## src/rtl/pipeline_pkg.sv

```systemverilog
// Shared encodings and widths for the five-stage pipeline controller.
package pipeline_pkg;

  localparam int STATE_W     = 3;
  localparam int REG_ADDR_W  = 5;
  localparam int CYCLE_CNT_W = 32;

  typedef enum logic [STATE_W-1:0] {
    ST_IDLE   = 3'd0,
    ST_RUN    = 3'd1,
    ST_STEP   = 3'd2,
    ST_DRAIN  = 3'd3,
    ST_HALTED = 3'd4
  } state_e;

  localparam logic [CYCLE_CNT_W-1:0] CYCLE_CNT_MAX = {CYCLE_CNT_W{1'b1}};
  localparam logic [CYCLE_CNT_W-1:0] CYCLE_CNT_ONE = {{(CYCLE_CNT_W-1){1'b0}}, 1'b1};

  // States in which the pipeline advances and cycles are counted
  function automatic logic is_active(input state_e s);
    return (s == ST_RUN) || (s == ST_STEP) || (s == ST_DRAIN);
  endfunction

endpackage

```

## src/rtl/pipeline_ctrl_hazard_detect.sv

```systemverilog
// Combinational load-use hazard detector: a load in EX feeding a source of ID.
module hazard_detect
  import pipeline_pkg::*;
(
  input  logic                  i_ex_mem_read,
  input  logic [REG_ADDR_W-1:0] i_ex_rt,
  input  logic [REG_ADDR_W-1:0] i_id_rs,
  input  logic [REG_ADDR_W-1:0] i_id_rt,
  input  logic                  i_id_uses_rt,
  output logic                  o_stall
);

  logic w_rs_hit;
  logic w_rt_hit;

  // $zero is never a real dependency, so a load targeting it cannot stall
  assign w_rs_hit = (i_ex_rt == i_id_rs);
  assign w_rt_hit = i_id_uses_rt && (i_ex_rt == i_id_rt);
  assign o_stall  = i_ex_mem_read && (i_ex_rt != {REG_ADDR_W{1'b0}}) && (w_rs_hit || w_rt_hit);

endmodule

```

## src/rtl/pipeline_ctrl.sv

```systemverilog
// Pipeline sequencing FSM: debug commands, stage enables, hazards, HALT drain, cycle counter.
module pipeline_ctrl
  import pipeline_pkg::*;
(
  input  logic                   clk,
  input  logic                   reset,
  input  logic                   i_cmd_run,
  input  logic                   i_cmd_step,
  input  logic                   i_cmd_stop,
  input  logic [REG_ADDR_W-1:0]  i_id_rs,
  input  logic [REG_ADDR_W-1:0]  i_id_rt,
  input  logic                   i_id_uses_rt,
  input  logic                   i_id_branch_taken,
  input  logic                   i_id_halt,
  input  logic                   i_ex_mem_read,
  input  logic [REG_ADDR_W-1:0]  i_ex_rt,
  input  logic                   i_wb_halt,
  output logic                   o_pc_en,
  output logic                   o_if_id_en,
  output logic                   o_id_ex_en,
  output logic                   o_ex_mem_en,
  output logic                   o_mem_wb_en,
  output logic                   o_if_id_flush,
  output logic                   o_id_ex_bubble,
  output logic [STATE_W-1:0]     o_state,
  output logic                   o_done,
  output logic                   o_step_done,
  output logic [CYCLE_CNT_W-1:0] o_cycle_count
);

  state_e                 r_state;
  state_e                 w_state_nxt;
  logic                   r_done;
  logic                   r_step_done;
  logic [CYCLE_CNT_W-1:0] r_cycle_count;
  logic                   w_stall;
  logic                   w_halt_acc;

  hazard_detect u_hazard_detect (
    .i_ex_mem_read (i_ex_mem_read),
    .i_ex_rt       (i_ex_rt),
    .i_id_rs       (i_id_rs),
    .i_id_rt       (i_id_rt),
    .i_id_uses_rt  (i_id_uses_rt),
    .o_stall       (w_stall)
  );

  // A HALT stuck behind a load-use stall is retried once the stall clears
  assign w_halt_acc = i_id_halt && !w_stall;

  // State register
  always_ff @(posedge clk or posedge reset) begin
    if (reset) begin
      r_state <= ST_IDLE;
    end else begin
      r_state <= w_state_nxt;
    end
  end

  // Next-state and stage-control decode
  always_comb begin
    w_state_nxt    = r_state;
    o_pc_en        = 1'b0;
    o_if_id_en     = 1'b0;
    o_id_ex_en     = 1'b0;
    o_ex_mem_en    = 1'b0;
    o_mem_wb_en    = 1'b0;
    o_if_id_flush  = 1'b0;
    o_id_ex_bubble = 1'b0;
    case (r_state)
      ST_IDLE: begin
        if (i_cmd_run) begin
          w_state_nxt = ST_RUN;
        end else if (i_cmd_step) begin
          w_state_nxt = ST_STEP;
        end else begin
          w_state_nxt = ST_IDLE;
        end
      end
      ST_RUN, ST_STEP: begin
        o_id_ex_en  = 1'b1;
        o_ex_mem_en = 1'b1;
        o_mem_wb_en = 1'b1;
        if (w_stall) begin
          o_id_ex_bubble = 1'b1;
        end else begin
          o_pc_en       = 1'b1;
          o_if_id_en    = 1'b1;
          o_if_id_flush = i_id_branch_taken;
        end
        if (w_halt_acc) begin
          w_state_nxt = ST_DRAIN;
        end else if ((r_state == ST_STEP) || i_cmd_stop) begin
          w_state_nxt = ST_IDLE;
        end else begin
          w_state_nxt = ST_RUN;
        end
      end
      ST_DRAIN: begin
        // Fetch is frozen; bubbles push the HALT and older work towards WB
        o_id_ex_en     = 1'b1;
        o_id_ex_bubble = 1'b1;
        o_ex_mem_en    = 1'b1;
        o_mem_wb_en    = 1'b1;
        if (i_wb_halt) begin
          w_state_nxt = ST_HALTED;
        end else begin
          w_state_nxt = ST_DRAIN;
        end
      end
      ST_HALTED: begin
        w_state_nxt = ST_HALTED;
      end
      default: begin
        w_state_nxt = ST_IDLE;
      end
    endcase
  end

  // Status flags lag the state they report by one cycle
  always_ff @(posedge clk or posedge reset) begin
    if (reset) begin
      r_done      <= 1'b0;
      r_step_done <= 1'b0;
    end else begin
      r_done      <= (r_state == ST_HALTED);
      r_step_done <= (r_state == ST_STEP);
    end
  end

  // Saturating active-cycle counter
  always_ff @(posedge clk or posedge reset) begin
    if (reset) begin
      r_cycle_count <= {CYCLE_CNT_W{1'b0}};
    end else if (is_active(r_state) && (r_cycle_count != CYCLE_CNT_MAX)) begin
      r_cycle_count <= r_cycle_count + CYCLE_CNT_ONE;
    end else begin
      r_cycle_count <= r_cycle_count;
    end
  end

  assign o_state       = r_state;
  assign o_done        = r_done;
  assign o_step_done   = r_step_done;
  assign o_cycle_count = r_cycle_count;

endmodule

```

## config.mk

```make
export PLATFORM = sky130hd
export DESIGN_NAME = pipeline_ctrl
export DESIGN_NICKNAME = d
export VERILOG_FILES = /design/src/rtl/pipeline_pkg.sv /design/src/rtl/pipeline_ctrl_hazard_detect.sv /design/src/rtl/pipeline_ctrl.sv
export SDC_FILE = /design/constraint.sdc
export NUM_CORES = 1
export LEC_CHECK = 0
export CAP_MARGIN = 20
export CORE_ASPECT_RATIO = 0.7
export CORE_UTILIZATION = 41
export DETAILED_ROUTE_END_ITERATION = 8
export GPL_ROUTABILITY_DRIVEN = 0
export PLACE_DENSITY = 0.8
export REMOVE_ABC_BUFFERS = 1
export SYNTH_ARGS = -nofsm -noshare
export SYNTH_HDL_FRONTEND = slang
export SYNTH_SLANG_ARGS = --single-unit
```

## constraint.sdc

```tcl
create_clock -name clk -period 1.8 [get_ports clk]
set_input_delay 0.36 -clock clk [delete_from_list [all_inputs] [get_ports clk]]
set_output_delay 0.36 -clock clk [all_outputs]
set_load 0.01 [all_outputs]
```

# ---- Word level (Yosys, flattened, before mapping)
# Cells that the tools add are included.
dict set report op_classes {
  n_div 0
  n_mux 13
  eq_ne 7
  reduce_logical 14
  bitwise_logic 0
  magnitude_cmp 0
  shifts 0
  n_addsub 1
  n_mul 0
}
# op n
set op_table {}
lappend op_table {{adder 32 x 1 -> 32 bit (second input constant)} 1}
lappend op_table {{inequality test 32 bit (second input constant)} 1}
lappend op_table {{case mux 3 bit (4 select lines)} 1}
lappend op_table {{equality test 5 bit} 2}
lappend op_table {{two-way mux 1 bit} 7}
lappend op_table {{equality test 3 x 2 -> 1 bit (second input constant)} 2}
lappend op_table {{two-way mux 2 bit} 3}
lappend op_table {{logical AND 1 bit} 5}
lappend op_table {{nonzero test 5 bit} 1}
lappend op_table {{logical OR 1 bit} 4}
lappend op_table {{equality test 3 x 1 -> 1 bit (second input constant)} 1}
lappend op_table {{equality test 3 bit (second input constant)} 1}
lappend op_table {{zero test 3 bit} 1}
lappend op_table {{two-way mux 3 bit} 1}
lappend op_table {{OR reduction 3 bit} 1}
lappend op_table {{case mux 1 bit (2 select lines)} 1}
lappend op_table {{OR reduction 2 bit} 1}
lappend op_table {{zero test 1 bit} 1}
dict set report word_totals {
  wordCells 39
  romBits 0
  out_inout_bits 44
  mem_count 0
  regBits 37
  inputBits 25
  latch_bits 0
  ramBits 0
}

# ---- Logic depth before layout (Yosys ltp)
# Gate-level depths: netlist of the first run.
dict set report depth {
  ltp_word 8
  depth_mapped 7
  ltp_nobuf 6
}

# ---- Modules after synthesis
# A second synthesis of the first run with hierarchy kept.
dict set report hier_totals {
  cells_unflattened 204
  hier_area_um2 2059.5
}
# mod seq_area_each_um2 area_each_um2 instances cells_each
set modules_own_cells {}
lappend modules_own_cells {pipeline_ctrl 925.9 1926.8 1 187}
lappend modules_own_cells {hazard_detect 0.0 132.6 1 17}

# ---- Worst setup path after synthesis of the first run
# OpenSTA, ideal clock, no wires.
dict set report synth_path {
  kind {input port to output port}
  start {input port i_ex_rt[1]}
  end {output port o_if_id_flush}
  t_required_ps 1440
  path_buffers 0
  setup_slack_ps -210
  path_stages 4
  t_arrival_ps 1650
  path_cell_list {or4_1 -> o21a_1 -> a211oi_2 -> and2_1}
}
dict set report synth_via {
  elab_chain_cells 6
  elab_cells_between_ends 9
  classes_between {eq/ne: 2; mux: 2; reduce/logical: 5}
}
# element line
set synth_rtl {}
lappend synth_rtl {{start: declaration} pipeline_ctrl.sv:16} ;# input logic [REG_ADDR_W-1:0] i_ex_rt,
lappend synth_rtl {{equality test 5 bit} pipeline_ctrl_hazard_detect.sv:18} ;# assign w_rt_hit = i_id_uses_rt && (i_ex_rt == i_id_rt);
lappend synth_rtl {{logical AND 1 bit} pipeline_ctrl_hazard_detect.sv:18}
lappend synth_rtl {{logical OR 1 bit} pipeline_ctrl_hazard_detect.sv:19} ;# assign o_stall = i_ex_mem_read && (i_ex_rt != {REG_ADDR_W{1'b0}}) && (w_rs_hit || w_rt_hit);
lappend synth_rtl {{logical AND 1 bit (*)} pipeline_ctrl_hazard_detect.sv:19}
lappend synth_rtl {{two-way mux 1 bit (*)} pipeline_ctrl.sv:84} ;# if (w_stall) begin
lappend synth_rtl {{two-way mux 1 bit (*)} pipeline_ctrl.sv:70} ;# case (r_state)
lappend synth_rtl {{end: declaration} pipeline_ctrl.sv:23} ;# output logic o_if_id_flush,
# Every way passes the cells marked *; elsewhere a longest branch is shown, timed or not.

# ---- Final worst setup path of the first run
# Ends and elaborated chain as after synthesis.

==> results of run 1 <==
==> per-layer routing <==
metal	global-route usage, %	routed length, um	share of wire (%)
met5	0	0	0
met4	6.43	60	1.1
met3	4.29	200	3.6
met2	34.1	2690	48
met1	29.4	2650	47
==> where the power goes <==
part / leakage, nW / total, mW / switching [mW] / internal, mW
Sequential: 0.498 / 1.06 / 0.102 / 0.957
Clock: 0.0395 / 0.552 / 0.277 / 0.275
Combinational: 1.02 / 1.85 / 0.795 / 1.05
Total: 1.55 / 3.46 / 1.17 / 2.29
==> placed cells by master (no fill, tap or decap), types with 7 or more instances in the layout <==
cell type and n:
xnor2_2 8, nand2_1 12, buf_6 12, dfrtp_1 36
buf_4 39, nand3_1 10, clkdlybuf4s50_1 45, xor2_1 7
nor2_1 13, nand4_1 9, dlygate4sd2_1 8, xnor2_1 23
==> final timing paths <==
check / endpoint / slack (ns) / cells past startpoint
worst min register to register: o_cycle_count[27] / 0.50 / 1
worst max register to register: o_cycle_count[20] / -0.02 / 6
max in group asynchronous: o_state[2] / 0.99 / 3
min in group clk: o_cycle_count[27] / 0.50 / 1
worst max-delay path: o_if_id_flush / -0.37 / 7
worst min-delay path: o_done / 0.47 / 3
==> timing repair <==
action | in CTS | in global routing
endpoints found under the hold margin | 0 | 0
pin swaps | 18 | 27
gates resized for setup | 52 | 44
setup endpoints to repair | 12 | 20
setup buffers | 4 | 8
==> per-stage QoR <==
stage	setup TNS [ns]	utilization, %
2_1_floorplan	-0.976	-
5_1_grt	-1.69	70.4
3_3_place_gp	-4.21	63.4
6_report	-1.17	70.4
4_1_cts	-0.886	65.7
3_5_place_dp	-4.52	63.4
==> tightest hold or removal path, delay by kind of cell <==
family / cells / cell delay, ns
buffers and inverters: 3 / 0.83
==> state kept, by name, summed over array words and instances (netlist names) <==
register,count
o_cycle_count,32
o_state,3
o_done,1
o_step_done,1
==> area by class of cell <==
type / count / share of cell area, %
Clock buffer: 8 / 2.36
Multi-Input combinational cell: 143 / 36.8
Tap cell: 69 / 2.55
Sequential cell: 37 / 27.4
Timing Repair Buffer: 113 / 30.1
Inverter: 7 / 0.776
==> logic make-up after synthesis <==
| kind of cell | after synthesis | synth area share, % |
|---|---|---|
| and+or+nand+nor | 87 | 28.1 |
| xor gates and xnor gates | 38 | 16.1 |
| DFF | 37 | 44.8 |
| AOI/OAI and AO/OA | 16 | 6.72 |
| buffers and inverters | 12 | 3.15 |
| muxes | 1 | 0.545 |
| adders and majority gates | 1 | 0.605 |
==> metrics.txt, run 1 <==
Placed Area=between 3000 and 4000 um2; initial antenna violation count=0; number of routed nets with antenna violations=0; worst vdd ir=0.867 mV; max incr delay on CP=0.52 ns; crit path time final=2.17 ns; via count=around 1900; CP max FO=2; total track usage=21.2%; CP dominant cell by count=buf_6; Seq/Total Area, Yosys=between 40 and 50%; Final period util=120%; Max-Slew Margin vs Limit=between 60% and 70%; Final Routed Wirelength=between 5 and 6 mm; Max-Cap Viols=0; Largest delay share family, worst path=simple AND/OR/NAND/NOR gates; ranking of synthesized cells by area=dfrtp_1, xnor2_1, xor2_1; Commonest cells post-synth=dfrtp_1, xnor2_1, nand2_1; DP Wirelength=3.89 mm; Avg Cell Area, Syn=10.8 um2; Routed WL per cell=14.9 um; launching point of the worst reg2reg path=o_cycle_count[0]; CTS tree=yes; Clock Skews=0.00432 ns; Max Slew Vio Count=0; post-layout power=around 3.5 mW; Layout area overhead=63.9%; fraction of layout cells with a size suffix above 1=34.4%; Static Leakage=~1.6 nW; most frequent cell after synthesis=dfrtp_1; clk buf depth=2; htree depth=2; I/O pin total=69; status=complete, but fails checks; Hold Fails Final Rpt=0; worst hold slack=0.472 ns; RSZ-0062 raised after global routing=yes; kind of critical path=primary input to output port; largest net degree at the start of global routing=38; dominant cell type by area after synthesis=dfrtp_1; grt total ovfl=0; CP max-delay cell=or4_4; Filler cells=between 300 and 400; crit-path cells=buf_6 -> or4_4 -> o21a_4 -> a211oi_4 -> buf_4 -> and2_4 -> buf_6; Hold WC Path Type=primary input to asynchronous set/reset pin; Final WS setup=-0.366 ns; Starting Density=approximately 43%; Reg clk slew, reported paths=around 0.070 ns; pwr/cell area=1020 nW/um2; Most used DFF post-synth=dfrtp_1; vias in the first global route=1731; Worst setup EP type=output port; CP startpoint=i_ex_rt[1]; EDFF count, synth=0; multi-input logic area=around 1200 um2; asr flop ratio synth=100%; Critical Path Start Type=primary input; Port Buffers=a little under 70; # setup viols final=8; Unique masters post-synth=42; Hold Buf Count CTS=0; number of buffers created by CTS=5; #FFs+latches synth=37; dpl cells=~360; Finished Layout Cells=approximately 380; worst path arrival time=1.81 ns; Cell Rows=21; failing checks=negative setup slack; pre-CTS setup slack=-1.09 ns; drc violations=0; CTS Root Cell=clkbuf_8; cell area after layout=around 3400 um2; Die Wd=approximately 87 um; total die area=~5300 um2; Max Clk Rate=approximately 460 MHz; first-pass GRT wire length=between 8 and 9 mm; drt first pass iters=4; die height=61.4 um; DRT iter0 DRCs=roughly 130; ant diodes=0; Layout Nets=between 300 and 400; post-synthesis cell area=between 2000 and 2500 um2; Yosys warning total=0; FF+latch area=927 um2; post-synth top area share=44.8%; Sink Count=37; via/cell ratio=4.96; clock latency on the worst-skew pair=just under 0.3 ns; Tightest Pin Transition=approximately 0.46 ns; core area=just under 5000 um2; required time of the critical path=approximately 1.4 ns; CP Buf/Inv Count=3; post-synthesis cell count=roughly 190
No activity file was read; power rests on OpenSTA's default activity.
==> run 2: changes to the inputs <==
Settings changed: CORE_MARGIN set to 2, PLACE_DENSITY 0.8 to 0.76.
Clock period 1.8 ns to 1.85 ns, I/O delays scaled along.
==> metrics.txt, run 2 (synthesized netlist as in run 1, its figures left out) <==
Layout area overhead=53.2% (was 63.9%); Worst Reg-to-Reg Cells=6 (unchanged); Hold Buf Count CTS=0 (unchanged); die height=63.4 um (was 61.4 um); Layout Nets=320 (was 333); fraction of layout cells with a size suffix above 1=27.2% (was 34.4%); setup tns final=-0.533 ns (was -1.17 ns); worst path arrival time=1.66 ns (was 1.81 ns); r2r setup slk=0.06 ns (was -0.02 ns); post-layout power=3.09 mW (was 3.46 mW); Cell Rows=21 (unchanged); dpl cells=354 (was 358); Pint=2.07 mW (was 2.29 mW); drc violations=0 (unchanged); RSZ-0062 raised after global routing=yes (unchanged); kind of critical path=primary input to output port (unchanged); largest net degree at the start of global routing=38 (unchanged); number of buffers created by CTS=5 (unchanged); Finished Layout Cells=363 (was 377); initial antenna violation count=0 (unchanged); htree depth=2 (unchanged); core area=4810 um2 (unchanged); Starting Density=43.0% (unchanged); clock latency on the worst-skew pair=0.29 ns (about the same); Tightest Pin Transition=0.466 ns (was 0.462 ns); Max Clk Rate=approximately 490 MHz; Critical Path Start Type=primary input (unchanged); switching share of power=33.1% (was 33.9%); required time of the critical path=1.48 ns (was 1.44 ns); via/cell ratio=4.82 (was 4.96); CTS Root Cell=clkbuf_8 (unchanged); DRT iter0 DRCs=64 (was 125); Sink Count=37 (unchanged); Port Buffers=68 (unchanged); Max-Cap Viols=0 (unchanged); drt first pass iters=4 (unchanged); commonest non-fill, non-tap cell in the layout=clkdlybuf4s50_1 (unchanged); P_sw=1.02 mW (was 1.17 mW); Placed Area=3020 um2 (was 3050 um2); worst vdd ir=1.07 mV (was 0.867 mV); most frequent cells in the layout=clkdlybuf4s50_1, dfrtp_1, buf_4 (was clkdlybuf4s50_1, buf_4, dfrtp_1); Worst setup EP type=output port (unchanged); cell area after layout=3170 um2 (was 3390 um2); Hold WC Path Type=primary input to asynchronous set/reset pin (unchanged); Max-Slew Margin vs Limit=68.9% (was 69.2%); status=complete, but fails checks (unchanged); vias in the first global route=1731 (unchanged); DP Wirelength=3.85 mm (was 3.89 mm); CTS tree=yes (unchanged); pwr/cell area=976 nW/um2 (was 1020 nW/um2); Final Routed Wirelength=5.00 mm (was 5.60 mm); Final WS setup=-0.179 ns (was -0.366 ns); Clock Skews=0.00793 ns (was 0.00432 ns); Reg clk slew, reported paths=0.07 ns (about the same); total track usage=19.2% (was 21.2%); clock share of power=18.2% (was 16.0%); # setup viols final=3 (was 8); Routed WL per cell=13.8 um (was 14.9 um); failing checks=negative setup slack (unchanged); max reg flops=32 (unchanged); grt total ovfl=0 (unchanged); I/O pin total=69 (unchanged); total die area=5630 um2 (was 5330 um2); Static Leakage=1.45 nW (was 1.55 nW); first-pass GRT wire length=8.33 mm (was 8.36 mm); number of routed nets with antenna violations=0 (unchanged); Flop pwr share=33.1% (was 30.6%); pre-CTS setup slack=-0.938 ns (was -1.09 ns); Max Slew Vio Count=0 (unchanged); crit path time final=2.03 ns; Final period util=110%; via count=1749 (was 1871); CP max FO=2 (unchanged); launching point of the worst reg2reg path=o_cycle_count[0] (unchanged); Die Wd=88.9 um (was 86.9 um); combinational power share=48.7% (was 53.4%); ant diodes=0 (unchanged); Hold Fails Final Rpt=0 (unchanged); Crit Reg-Reg Endpoint=o_cycle_count[20] (unchanged); clk buf depth=2 (unchanged)
==> run 2: changes by cell type in the layout (fill, tap and decap cells not counted), sizes merged <==
cell,delta
buf,-14
clkdlybuf4s15,-3
dlygate4sd2,+5
clkbuf,-2
clkdlybuf4s50,+1
dlymetal6s2s,-1
==> run 2: worst max-delay path by stage <==
| stage | start | end | slack (ns) | cells past startpoint |
|---|---|---|---|---|
| final | i_ex_rt[3] | o_if_id_flush | -0.18 | 6 |
| after global routing | i_ex_rt[3] | o_if_id_flush | -0.26 | 6 |
| after CTS | i_ex_rt[2] | o_if_id_flush | -0.23 | 6 |
| after detailed placement | i_ex_rt[1] | o_if_id_en | -0.94 | 6 |
| after global placement | i_ex_rt[1] | o_if_id_flush | -0.91 | 6 |
| after floorplan | i_ex_rt[1] | o_if_id_flush | -0.28 | 4 |
==> run 2: power groups by stage <==
stage	clock network [mW]	registers, mW	logic (mW)
3_3_place_gp	0	1.03	1.48
3_5_place_dp	0	1.04	1.51
2_1_floorplan	0	1.13	0.528
6_report	0.564	1.02	1.50
4_1_cts	0.580	1.02	1.50
5_1_grt	0.616	1.04	1.62
==> run 2: cell type report <==
| cell class | count | area [um2] |
|---|---|---|
| well taps | 69 | 86.3 |
| clock buffers | 7 | 86.3 |
| fillers | 400 | 1640 |
| multi-input cells | 143 | 1150 |
| flip-flops and latches | 37 | 926 |
| inverters | 7 | 26.3 |
| repair buffers | 100 | 896 |
==> run 2: metal layers <==
metal	wire length (um)	global-route usage, %
met5	0	0
met2	2140	26.7
met4	68	5.11
met1	2520	29.5
met3	268	4.59
==> run 2: critical path, stage by stage <==
cell and delay, ns:
buf_6 0.09, or4_4 0.51, o21a_1 0.21, a211oi_2 0.21, and2_1 0.15, buf_2 0.12
==> run 2: through the flow <==
step	hold WS, ns	utilization [%]
global route	0.518	65.9
finish	0.488	65.9
global placement	0.483	62.8
detailed placement	0.487	62.8
CTS	0.496	64.4
floorplan	0.494	-
==> run 2: timing repair <==
action                                  CTS  global route
endpoints found under the setup margin    9            19
pin swaps                                19            16
setup buffers                             2             2
resized for setup                        47            15
==> run 3: changes to the inputs <==
Settings changed: SLEW_MARGIN set to 5.
==> results of run 3 <==
No change in the layout: final DEF, timing and power equal those of run 2.
